## config.mk

```make
export PLATFORM = sky130hd
export DESIGN_NAME = ysyx_22050243_lsu_flat
export DESIGN_NICKNAME = d
export VERILOG_FILES = /design/src/rtl/ysyx_22050243_lsu_pkg.sv /design/src/rtl/ysyx_22050243_lsu_if.sv /design/src/rtl/ysyx_22050243_lsu_align.sv /design/src/rtl/ysyx_22050243_lsu.sv /design/src/flat_wrapper.sv
export SDC_FILE = /design/constraint.sdc
export NUM_CORES = 1
export LEC_CHECK = 0
export CAP_MARGIN = 20
export CELL_PAD_IN_SITES_DETAIL_PLACEMENT = 0
export CELL_PAD_IN_SITES_GLOBAL_PLACEMENT = 1
export CORE_MARGIN = 2
export CORE_UTILIZATION = 36
export DETAILED_ROUTE_END_ITERATION = 8
export MAX_ROUTING_LAYER = met4
export PLACE_DENSITY_LB_ADDON = 0.1
export SYNTH_ARGS = -nofsm -noshare
export SYNTH_HDL_FRONTEND = slang
export SYNTH_SLANG_ARGS = --single-unit
```

## constraint.sdc

```tcl
create_clock -name clk -period 5.45 [get_ports clk]
set_clock_uncertainty 0.2 [all_clocks]
set_input_delay 1.09 -clock clk [delete_from_list [all_inputs] [get_ports clk]]
set_output_delay 1.09 -clock clk [all_outputs]
set_load 0.005 [all_outputs]
```

## src/rtl/ysyx_22050243_lsu_pkg.sv

```systemverilog
// rtl/ysyx_22050243_lsu_pkg.sv - shared funct3 encodings, FSM states and size masks for the LSU
package ysyx_22050243_pkg;

  localparam logic [2:0] F3_LB   = 3'b000;
  localparam logic [2:0] F3_LH   = 3'b001;
  localparam logic [2:0] F3_LW   = 3'b010;
  localparam logic [2:0] F3_LD   = 3'b011;
  localparam logic [2:0] F3_LBU  = 3'b100;
  localparam logic [2:0] F3_LHU  = 3'b101;
  localparam logic [2:0] F3_LWU  = 3'b110;
  localparam logic [2:0] F3_LILL = 3'b111;
  localparam logic [2:0] F3_SB   = 3'b000;
  localparam logic [2:0] F3_SH   = 3'b001;
  localparam logic [2:0] F3_SW   = 3'b010;
  localparam logic [2:0] F3_SD   = 3'b011;

  localparam logic [1:0] SZ_B = 2'd0;
  localparam logic [1:0] SZ_H = 2'd1;
  localparam logic [1:0] SZ_W = 2'd2;
  localparam logic [1:0] SZ_D = 2'd3;

  localparam logic [63:0] MASK_B = 64'h0000_0000_0000_00FF;
  localparam logic [63:0] MASK_H = 64'h0000_0000_0000_FFFF;
  localparam logic [63:0] MASK_W = 64'h0000_0000_FFFF_FFFF;
  localparam logic [63:0] MASK_D = 64'hFFFF_FFFF_FFFF_FFFF;

  typedef enum logic [1:0] {
    ST_IDLE   = 2'd0,
    ST_ACCESS = 2'd1,
    ST_WAIT   = 2'd2,
    ST_RESP   = 2'd3
  } lsu_state_e;

  // Byte-lane mask of an access of the given size, right-aligned.
  function automatic logic [63:0] size_mask(input logic [1:0] sz);
    case (sz)
      SZ_B:    size_mask = MASK_B;
      SZ_H:    size_mask = MASK_H;
      SZ_W:    size_mask = MASK_W;
      default: size_mask = MASK_D;
    endcase
  endfunction

endpackage

```

## src/rtl/ysyx_22050243_lsu_if.sv

```systemverilog
// rtl/ysyx_22050243_lsu_if.sv - EXU request, memory data port and WBU response bundle of the LSU
interface ysyx_22050243_lsu_if #(
  parameter int XLEN = 64
);
  logic            req_valid;
  logic            req_ready;
  logic            req_store;
  logic [2:0]      req_funct3;
  logic [XLEN-1:0] req_addr;
  logic [XLEN-1:0] req_wdata;
  logic [4:0]      req_rd;

  logic            data_r_en;
  logic            data_w_en;
  logic [XLEN-1:0] data_addr;
  logic [XLEN-1:0] data_wmask;
  logic [XLEN-1:0] data_w;
  logic [XLEN-1:0] data_r;

  logic            resp_valid;
  logic            resp_ready;
  logic [XLEN-1:0] resp_rdata;
  logic [4:0]      resp_rd;
  logic            resp_is_store;
  logic            resp_misalign;
  logic            resp_illegal;

  modport slave (
    input  req_valid, req_store, req_funct3, req_addr, req_wdata, req_rd,
    output req_ready,
    output data_r_en, data_w_en, data_addr, data_wmask, data_w,
    input  data_r,
    output resp_valid, resp_rdata, resp_rd, resp_is_store, resp_misalign, resp_illegal,
    input  resp_ready
  );

  modport master (
    output req_valid, req_store, req_funct3, req_addr, req_wdata, req_rd,
    input  req_ready,
    input  data_r_en, data_w_en, data_addr, data_wmask, data_w,
    output data_r,
    input  resp_valid, resp_rdata, resp_rd, resp_is_store, resp_misalign, resp_illegal,
    output resp_ready
  );
endinterface

```

## src/rtl/ysyx_22050243_lsu_align.sv

```systemverilog
// rtl/ysyx_22050243_lsu_align.sv - combinational lane shifting, extension and alignment checks
module ysyx_22050243_lsu_align
  import ysyx_22050243_pkg::*;
#(
  parameter int XLEN = 64
) (
  input  logic            store,
  input  logic [2:0]      funct3,
  input  logic [2:0]      addr_lo,
  input  logic [XLEN-1:0] wdata,
  input  logic [XLEN-1:0] rdata,
  output logic [XLEN-1:0] wmask,
  output logic [XLEN-1:0] wdata_sh,
  output logic [XLEN-1:0] rdata_ext,
  output logic            misalign,
  output logic            illegal
);

  logic [1:0]      sz;
  logic [5:0]      shamt;
  logic [XLEN-1:0] rsh;
  logic            sx;

  // Size decode, fault flags, store lane placement and load extraction.
  always_comb begin
    sz    = funct3[1:0];
    shamt = {addr_lo, 3'b000};
    sx    = ~funct3[2];

    // Stores have no unsigned forms; loads only lack the 111 encoding.
    illegal = store ? funct3[2] : (funct3 == F3_LILL);

    case (sz)
      SZ_B:    misalign = 1'b0;
      SZ_H:    misalign = addr_lo[0];
      SZ_W:    misalign = |addr_lo[1:0];
      default: misalign = |addr_lo;
    endcase
    if (illegal) misalign = 1'b0;

    wmask    = XLEN'(size_mask(sz)) << shamt;
    wdata_sh = wdata << shamt;

    rsh = rdata >> shamt;
    case (sz)
      SZ_B:    rdata_ext = {{(XLEN-8){sx & rsh[7]}}, rsh[7:0]};
      SZ_H:    rdata_ext = {{(XLEN-16){sx & rsh[15]}}, rsh[15:0]};
      SZ_W:    rdata_ext = {{(XLEN-32){sx & rsh[31]}}, rsh[31:0]};
      default: rdata_ext = rsh;
    endcase
  end

endmodule

```

## src/rtl/ysyx_22050243_lsu.sv

```systemverilog
// rtl/ysyx_22050243_lsu.sv - load/store unit between EXU/WBU handshakes and the memory data port
module ysyx_22050243_lsu
  import ysyx_22050243_pkg::*;
#(
  parameter int XLEN         = 64,
  parameter int LOAD_LATENCY = 1
) (
  input logic                  clk,
  input logic                  rst_n,
  ysyx_22050243_lsu_if.slave   bus
);

  lsu_state_e      state;
  logic            st_q;
  logic [2:0]      f3_q;
  logic [2:0]      lo_q;
  logic [4:0]      rd_q;
  logic [2:0]      cnt;

  logic            idle;
  logic            a_store;
  logic [2:0]      a_f3;
  logic [2:0]      a_lo;
  logic [XLEN-1:0] a_wmask;
  logic [XLEN-1:0] a_wdata_sh;
  logic [XLEN-1:0] a_rdata_ext;
  logic            a_mis;
  logic            a_ill;

  // In IDLE the checker looks at the incoming request, afterwards at the latched one.
  always_comb begin
    idle    = (state == ST_IDLE);
    a_store = idle ? bus.req_store         : st_q;
    a_f3    = idle ? bus.req_funct3        : f3_q;
    a_lo    = idle ? bus.req_addr[2:0]     : lo_q;
  end

  ysyx_22050243_lsu_align #(.XLEN(XLEN)) u_align (
    .store     (a_store),
    .funct3    (a_f3),
    .addr_lo   (a_lo),
    .wdata     (bus.req_wdata),
    .rdata     (bus.data_r),
    .wmask     (a_wmask),
    .wdata_sh  (a_wdata_sh),
    .rdata_ext (a_rdata_ext),
    .misalign  (a_mis),
    .illegal   (a_ill)
  );

  // Request/response FSM; every output is a register so strobes are glitch-free.
  always_ff @(posedge clk or negedge rst_n) begin
    if (!rst_n) begin
      state             <= ST_IDLE;
      st_q              <= 1'b0;
      f3_q              <= 3'd0;
      lo_q              <= 3'd0;
      rd_q              <= 5'd0;
      cnt               <= 3'd0;
      bus.req_ready     <= 1'b0;
      bus.data_r_en     <= 1'b0;
      bus.data_w_en     <= 1'b0;
      bus.data_addr     <= '0;
      bus.data_wmask    <= '0;
      bus.data_w        <= '0;
      bus.resp_valid    <= 1'b0;
      bus.resp_rdata    <= '0;
      bus.resp_rd       <= 5'd0;
      bus.resp_is_store <= 1'b0;
      bus.resp_misalign <= 1'b0;
      bus.resp_illegal  <= 1'b0;
    end else begin
      bus.data_r_en <= 1'b0;
      bus.data_w_en <= 1'b0;
      case (state)
        ST_IDLE: begin
          bus.req_ready <= 1'b1;
          if (bus.req_valid && bus.req_ready) begin
            bus.req_ready <= 1'b0;
            st_q          <= bus.req_store;
            f3_q          <= bus.req_funct3;
            lo_q          <= bus.req_addr[2:0];
            rd_q          <= bus.req_rd;
            if (a_ill || a_mis) begin
              // Faulted requests never touch memory.
              state             <= ST_RESP;
              bus.resp_valid    <= 1'b1;
              bus.resp_rdata    <= '0;
              bus.resp_rd       <= bus.req_rd;
              bus.resp_is_store <= bus.req_store;
              bus.resp_illegal  <= a_ill;
              bus.resp_misalign <= a_mis;
            end else begin
              state         <= ST_ACCESS;
              bus.data_addr <= bus.req_addr;
              if (bus.req_store) begin
                bus.data_w_en  <= 1'b1;
                bus.data_wmask <= a_wmask;
                bus.data_w     <= a_wdata_sh;
              end else begin
                bus.data_r_en  <= 1'b1;
              end
            end
          end
        end
        ST_ACCESS: begin
          bus.data_addr  <= '0;
          bus.data_wmask <= '0;
          bus.data_w     <= '0;
          if (st_q) begin
            state             <= ST_RESP;
            bus.resp_valid    <= 1'b1;
            bus.resp_rdata    <= '0;
            bus.resp_rd       <= rd_q;
            bus.resp_is_store <= 1'b1;
          end else begin
            state <= ST_WAIT;
            cnt   <= 3'(LOAD_LATENCY);
          end
        end
        ST_WAIT: begin
          if (cnt == 3'd1) begin
            state             <= ST_RESP;
            cnt               <= 3'd0;
            bus.resp_valid    <= 1'b1;
            bus.resp_rdata    <= a_rdata_ext;
            bus.resp_rd       <= rd_q;
            bus.resp_is_store <= 1'b0;
          end else begin
            cnt <= cnt - 3'd1;
          end
        end
        ST_RESP: begin
          if (bus.resp_ready) begin
            state             <= ST_IDLE;
            bus.req_ready     <= 1'b1;
            bus.resp_valid    <= 1'b0;
            bus.resp_rdata    <= '0;
            bus.resp_rd       <= 5'd0;
            bus.resp_is_store <= 1'b0;
            bus.resp_misalign <= 1'b0;
            bus.resp_illegal  <= 1'b0;
          end
        end
        default: state <= ST_IDLE;
      endcase
    end
  end

endmodule

```

## src/flat_wrapper.sv

```systemverilog
// flat-port wrapper written by rule: the top's interface ports become plain ports
module ysyx_22050243_lsu_flat import ysyx_22050243_pkg::*;
#(
  parameter int XLEN         = 64,
  parameter int LOAD_LATENCY = 1
)
  (clk, rst_n, bus_req_valid, bus_req_store, bus_req_funct3, bus_req_addr, bus_req_wdata, bus_req_rd, bus_req_ready, bus_data_r_en, bus_data_w_en, bus_data_addr, bus_data_wmask, bus_data_w, bus_data_r, bus_resp_valid, bus_resp_rdata, bus_resp_rd, bus_resp_is_store, bus_resp_misalign, bus_resp_illegal, bus_resp_ready);
  ysyx_22050243_lsu_if #(.XLEN(XLEN)) bus_i ();
  input logic clk;
  input logic rst_n;
  input wire logic [$bits(bus_i.req_valid)-1:0] bus_req_valid;
  input wire logic [$bits(bus_i.req_store)-1:0] bus_req_store;
  input wire logic [$bits(bus_i.req_funct3)-1:0] bus_req_funct3;
  input wire logic [$bits(bus_i.req_addr)-1:0] bus_req_addr;
  input wire logic [$bits(bus_i.req_wdata)-1:0] bus_req_wdata;
  input wire logic [$bits(bus_i.req_rd)-1:0] bus_req_rd;
  output wire logic [$bits(bus_i.req_ready)-1:0] bus_req_ready;
  output wire logic [$bits(bus_i.data_r_en)-1:0] bus_data_r_en;
  output wire logic [$bits(bus_i.data_w_en)-1:0] bus_data_w_en;
  output wire logic [$bits(bus_i.data_addr)-1:0] bus_data_addr;
  output wire logic [$bits(bus_i.data_wmask)-1:0] bus_data_wmask;
  output wire logic [$bits(bus_i.data_w)-1:0] bus_data_w;
  input wire logic [$bits(bus_i.data_r)-1:0] bus_data_r;
  output wire logic [$bits(bus_i.resp_valid)-1:0] bus_resp_valid;
  output wire logic [$bits(bus_i.resp_rdata)-1:0] bus_resp_rdata;
  output wire logic [$bits(bus_i.resp_rd)-1:0] bus_resp_rd;
  output wire logic [$bits(bus_i.resp_is_store)-1:0] bus_resp_is_store;
  output wire logic [$bits(bus_i.resp_misalign)-1:0] bus_resp_misalign;
  output wire logic [$bits(bus_i.resp_illegal)-1:0] bus_resp_illegal;
  input wire logic [$bits(bus_i.resp_ready)-1:0] bus_resp_ready;
  assign bus_i.req_valid = bus_req_valid;
  assign bus_i.req_store = bus_req_store;
  assign bus_i.req_funct3 = bus_req_funct3;
  assign bus_i.req_addr = bus_req_addr;
  assign bus_i.req_wdata = bus_req_wdata;
  assign bus_i.req_rd = bus_req_rd;
  assign bus_req_ready = bus_i.req_ready;
  assign bus_data_r_en = bus_i.data_r_en;
  assign bus_data_w_en = bus_i.data_w_en;
  assign bus_data_addr = bus_i.data_addr;
  assign bus_data_wmask = bus_i.data_wmask;
  assign bus_data_w = bus_i.data_w;
  assign bus_i.data_r = bus_data_r;
  assign bus_resp_valid = bus_i.resp_valid;
  assign bus_resp_rdata = bus_i.resp_rdata;
  assign bus_resp_rd = bus_i.resp_rd;
  assign bus_resp_is_store = bus_i.resp_is_store;
  assign bus_resp_misalign = bus_i.resp_misalign;
  assign bus_resp_illegal = bus_i.resp_illegal;
  assign bus_i.resp_ready = bus_resp_ready;
  ysyx_22050243_lsu #(.XLEN(XLEN), .LOAD_LATENCY(LOAD_LATENCY)) u_core (.clk(clk), .rst_n(rst_n), .bus(bus_i));
endmodule
```

==> results.md <==
* Adder-Cell Fraction of Synth Area at 0.005721
* Post-DP HPWL at 37520 µm
* Synth Cell Area at 13120 µm²
* CTS HTree Levels at 1
* Worst Path Required at 5.68 ns
* Flop pwr share at 0.231
* RSZ-0062 raised after global routing: false
* Nets at just over 2000
* Clk buf depth at 3
* Status: complete, no violations
* Routed len/inst at 22.58 µm
* Number of fillers in the final layout at around 3300
* Slowest stage delay, CP at 0.57 ns
* Setup TNS at 0 ns
* Top Layer Used: met4
* Post-CTS setup buffers at 0
* Clock sink count at 229
* Die height at between 150 and 200 µm
* Crit-path cells: inv_1 -> ha_1 -> buf_4 -> mux2_2 -> a21oi_1 -> o211ai_2 -> nand2_2 -> buf_12 -> nor2_1 -> a22o_1
* Wire length on met2 at 23990 µm
* Synth area leader: dfrtp_1
* Post-synth top area share at 0.4367
* Simple-gate share of the synthesized area at 0.1530
* Complex-gate fraction of the synthesized area at 0.2273
* Clock Latency Late Sink at 0.55 ns
* Placer Congestion at 0.8816
* DRT Pass-1 Iters at 5
* CTS Root Cell: clkbuf_16
* Clk pwr share at 0.169
* Syn nets at 1683
* Fin crit share at 0.7459
* # port buffers at 472
* Worst path arrival time at 4.30 ns
* Final setup vio count at 0
* Critical path's slowest cell: mux2_2
* Critical path fanouts, max at 35
* Starting Density at 0.3671
* Post-synthesis xor/xnor area fraction at 0
* Mux cell area share after synthesis at 0.1017
* Post-synthesis sequential area ratio at 0.4367
* M1 wire length at roughly 23000 µm
* Sequential cell area at 5731 µm²
* DP Area at 17880 µm²
* Combinational share of power at 0.601
* Top FF cell, synth: dfrtp_1
* Crit Path Class: flop to flop
* Final hold violation count at 0
* Drt total wl at 52370 µm
* Final ANT Viol Nets at 0
* Layout area overhead at 44.29%
* CP startpoint kind: flop
* Max Freq at 246.0 MHz
* CTS Buf Count at 28
* Synth top area cells: dfrtp_1, nand2_1, mux2i_1
* Post-CTS Resized at 0
* Worst IR Drop VDD at 0.4387 mV
* GR Util All Layers at 0.2745
* Multi-input logic area at between 6000 and 7000 µm²
* Int Pwr at around 7 mW
* Die W at 194.9 µm
* # hold bufs at CTS at 0
* Post-DR vias/cell at 5.590
* Post-synth EDFFs at 0
* GRT overflow at 0
* Leak pwr at 8.260 nW
* # IOs at between 400 and 500
* Synthesis warning total at 0
* Core Area at between 30000 and 40000 µm²
* Largest family of logic cells by synthesized area: compound AO/OA/AOI/OAI gates
* Initial DRC Count at around 1100
* Worst Tran Pin Value at 0.9403 ns
* Cell variety after synth at roughly 60
* Crit end category: flop
* Sw frac at 0.4406
* Worst-path clk slew at around 0.06 ns
* Largest net degree at the start of global routing at 96
* Post-layout minimum cycle time at 4.065 ns
* WP buf/inv at 3
* DR vias at between 10000 and 15000
* Row Count at 69
* PD cells at 663.8 nW/µm²
* Async SR Flop Fraction at 1.000
* Residual DRC at 0
* Number of global-route vias before repair at 12409
* Average cell area after synthesis at 8.915 µm²
* Die area at 38000 µm²
* Fin. max-slew vios at 0
* Met3 WL post-DR at 3717 µm
* Relative slew slack at 0.3731
* Mapped Cells at about 1500
* Worst hold path class: flop to flop
* CTS tree: done
* Largest delay contributor family on the critical path: compound AO/OA/AOI/OAI gates
* Proportion of layout cells with a drive suffix above 1 at 0.06742
* Max Cap Viol at 0
* Initial antenna violation count at 4
* Layout Cell Area excl Fill at about 19000 µm²
* Switching power at 5.537 mW
* First-pass GRT wire length at a little under 80000 µm
* Yosys reg bits at 229
## metal layers
| metal | vias to the layer above | track usage |
|---|---|---|
| met4 | 0 | 0.07747 |
| li1 | 5965 | - |
| met3 | 74 | 0.03870 |
| met5 | - | - |
| met2 | 607 | 0.4213 |
| met1 | 6318 | 0.3788 |
## cell families after synthesis
kind of cell | count (synthesis)
DFF | 229
adders and majority gates | 6
muxes | 123
AOI/OAI and AO/OA | 439
buffers and inverters | 189
and+or+nand+nor | 486
## worst register-to-register path, stage by stage (launching register included)
cell	delay (ns)
dfrtp_1	0.44
inv_1	0.11
ha_1	0.54
buf_4	0.35
mux2_2	0.57
a21oi_1	0.35
o211ai_2	0.25
nand2_2	0.57
buf_12	0.29
nor2_1	0.08
a22o_1	0.19
## area by class of cell
| cell class | count | share of cell area |
|---|---|---|
| Clock buffer | 36 | 0.04130 |
| Tap cell | 461 | 0.03046 |
| Antenna cell | 4 | 0.0005286 |
| Multi-Input combinational cell | 1054 | 0.3421 |
| Sequential cell | 229 | 0.3027 |
| Timing Repair Buffer | 509 | 0.2671 |
| Clock inverter | 16 | 0.01388 |
| Inverter | 10 | 0.001982 |
## layout by cell type (no fill, tap or decap), types with 13 or more instances in the layout
cell	synthesis	routed
dfrtp_1	229	229
nand3_1	70	70
o21ai_0	104	104
clkdlybuf4s50_1	0	471
a22o_1	103	103
mux2_2	19	18
a211oi_1	13	13
nor2_1	81	80
a21oi_1	82	81
o31ai_1	28	28
and3_1	13	13
buf_4	56	33
nand2_1	302	301
mux2i_1	97	95
clkbuf_16	0	29
a31oi_1	36	35
## cell usage after synthesis, types with 5 or more instances
master / n
a211oi_1: 13
a21o_1: 11
a21oi_1: 82
a221oi_1: 5
a22o_1: 103
a31oi_1: 36
and3_1: 13
buf_1: 8
buf_2: 27
buf_4: 56
buf_6: 5
clkbuf_1: 83
dfrtp_1: 229
ha_1: 6
inv_1: 10
mux2_2: 19
mux2i_1: 97
nand2_1: 302
nand3_1: 70
nor2_1: 81
o21ai_0: 104
o22ai_1: 6
o2bb2ai_1: 8
o31ai_1: 28
o41ai_1: 9
## path summary, 6_finish.rpt
kind                                             from  cells after the start                         to  slack, ns
worst max register to register        u_core.state[0]                     10  u_core.bus.resp_rdata[49]       1.39
max in group asynchronous                       rst_n                      2   u_core.bus.data_addr[50]       3.47
worst max-delay path                  u_core.state[0]                     10  u_core.bus.resp_rdata[49]       1.39
worst min-delay path            u_core.bus.data_w[62]                      1      u_core.bus.data_w[62]       0.28
worst min register to register  u_core.bus.data_w[62]                      1      u_core.bus.data_w[62]       0.28
min in group asynchronous                       rst_n                      1       u_core.bus.data_w[4]       0.34
## per-stage QoR
step / power (mW) / hold slack, ns / cells / utilization / setup WS [ns]
after floorplan: 7.326 / 0.2658 / 1472 / - / 2.134
after global placement: 10.38 / 0.2584 / 2263 / 0.5002 / 1.174
after detailed placement: 10.44 / 0.2646 / 2263 / 0.5002 / 1.106
after CTS: 12.62 / 0.2822 / 2315 / 0.5295 / 1.380
after global routing: 13.43 / 0.3067 / 2319 / 0.5298 / 1.146
final: 12.57 / 0.2773 / 2319 / 0.5298 / 1.385
## flip-flops by register name, indices dropped and copies added, names as in the netlist
| name | cells |
|---|---|
| u_core.lo_q | 3 |
| u_core.bus.data_wmask | 8 |
| u_core.bus.resp_rdata | 64 |
| u_core.state | 2 |
| u_core.bus.resp_valid | 1 |
| u_core.bus.resp_illegal | 1 |
| u_core.cnt | 3 |
| u_core.bus.data_r_en | 1 |
| u_core.bus.resp_is_store | 1 |
| u_core.bus.data_w | 64 |
| u_core.f3_q | 3 |
| u_core.rd_q | 5 |
| u_core.st_q | 1 |
| u_core.bus.data_w_en | 1 |
| u_core.bus.data_addr | 64 |
| u_core.bus.resp_rd | 5 |
| u_core.bus.resp_misalign | 1 |
| u_core.bus.req_ready | 1 |
## power by group through the flow
stage	sequential, mW	clock (mW)	combinational, mW
floorplan	2.83	0	4.50
global placement	2.91	0	7.47
detailed placement	2.92	0	7.52
CTS	2.90	2.17	7.55
global route	2.99	2.22	8.22
finish	2.90	2.12	7.55
No activity file was read; power rests on OpenSTA's default activity.
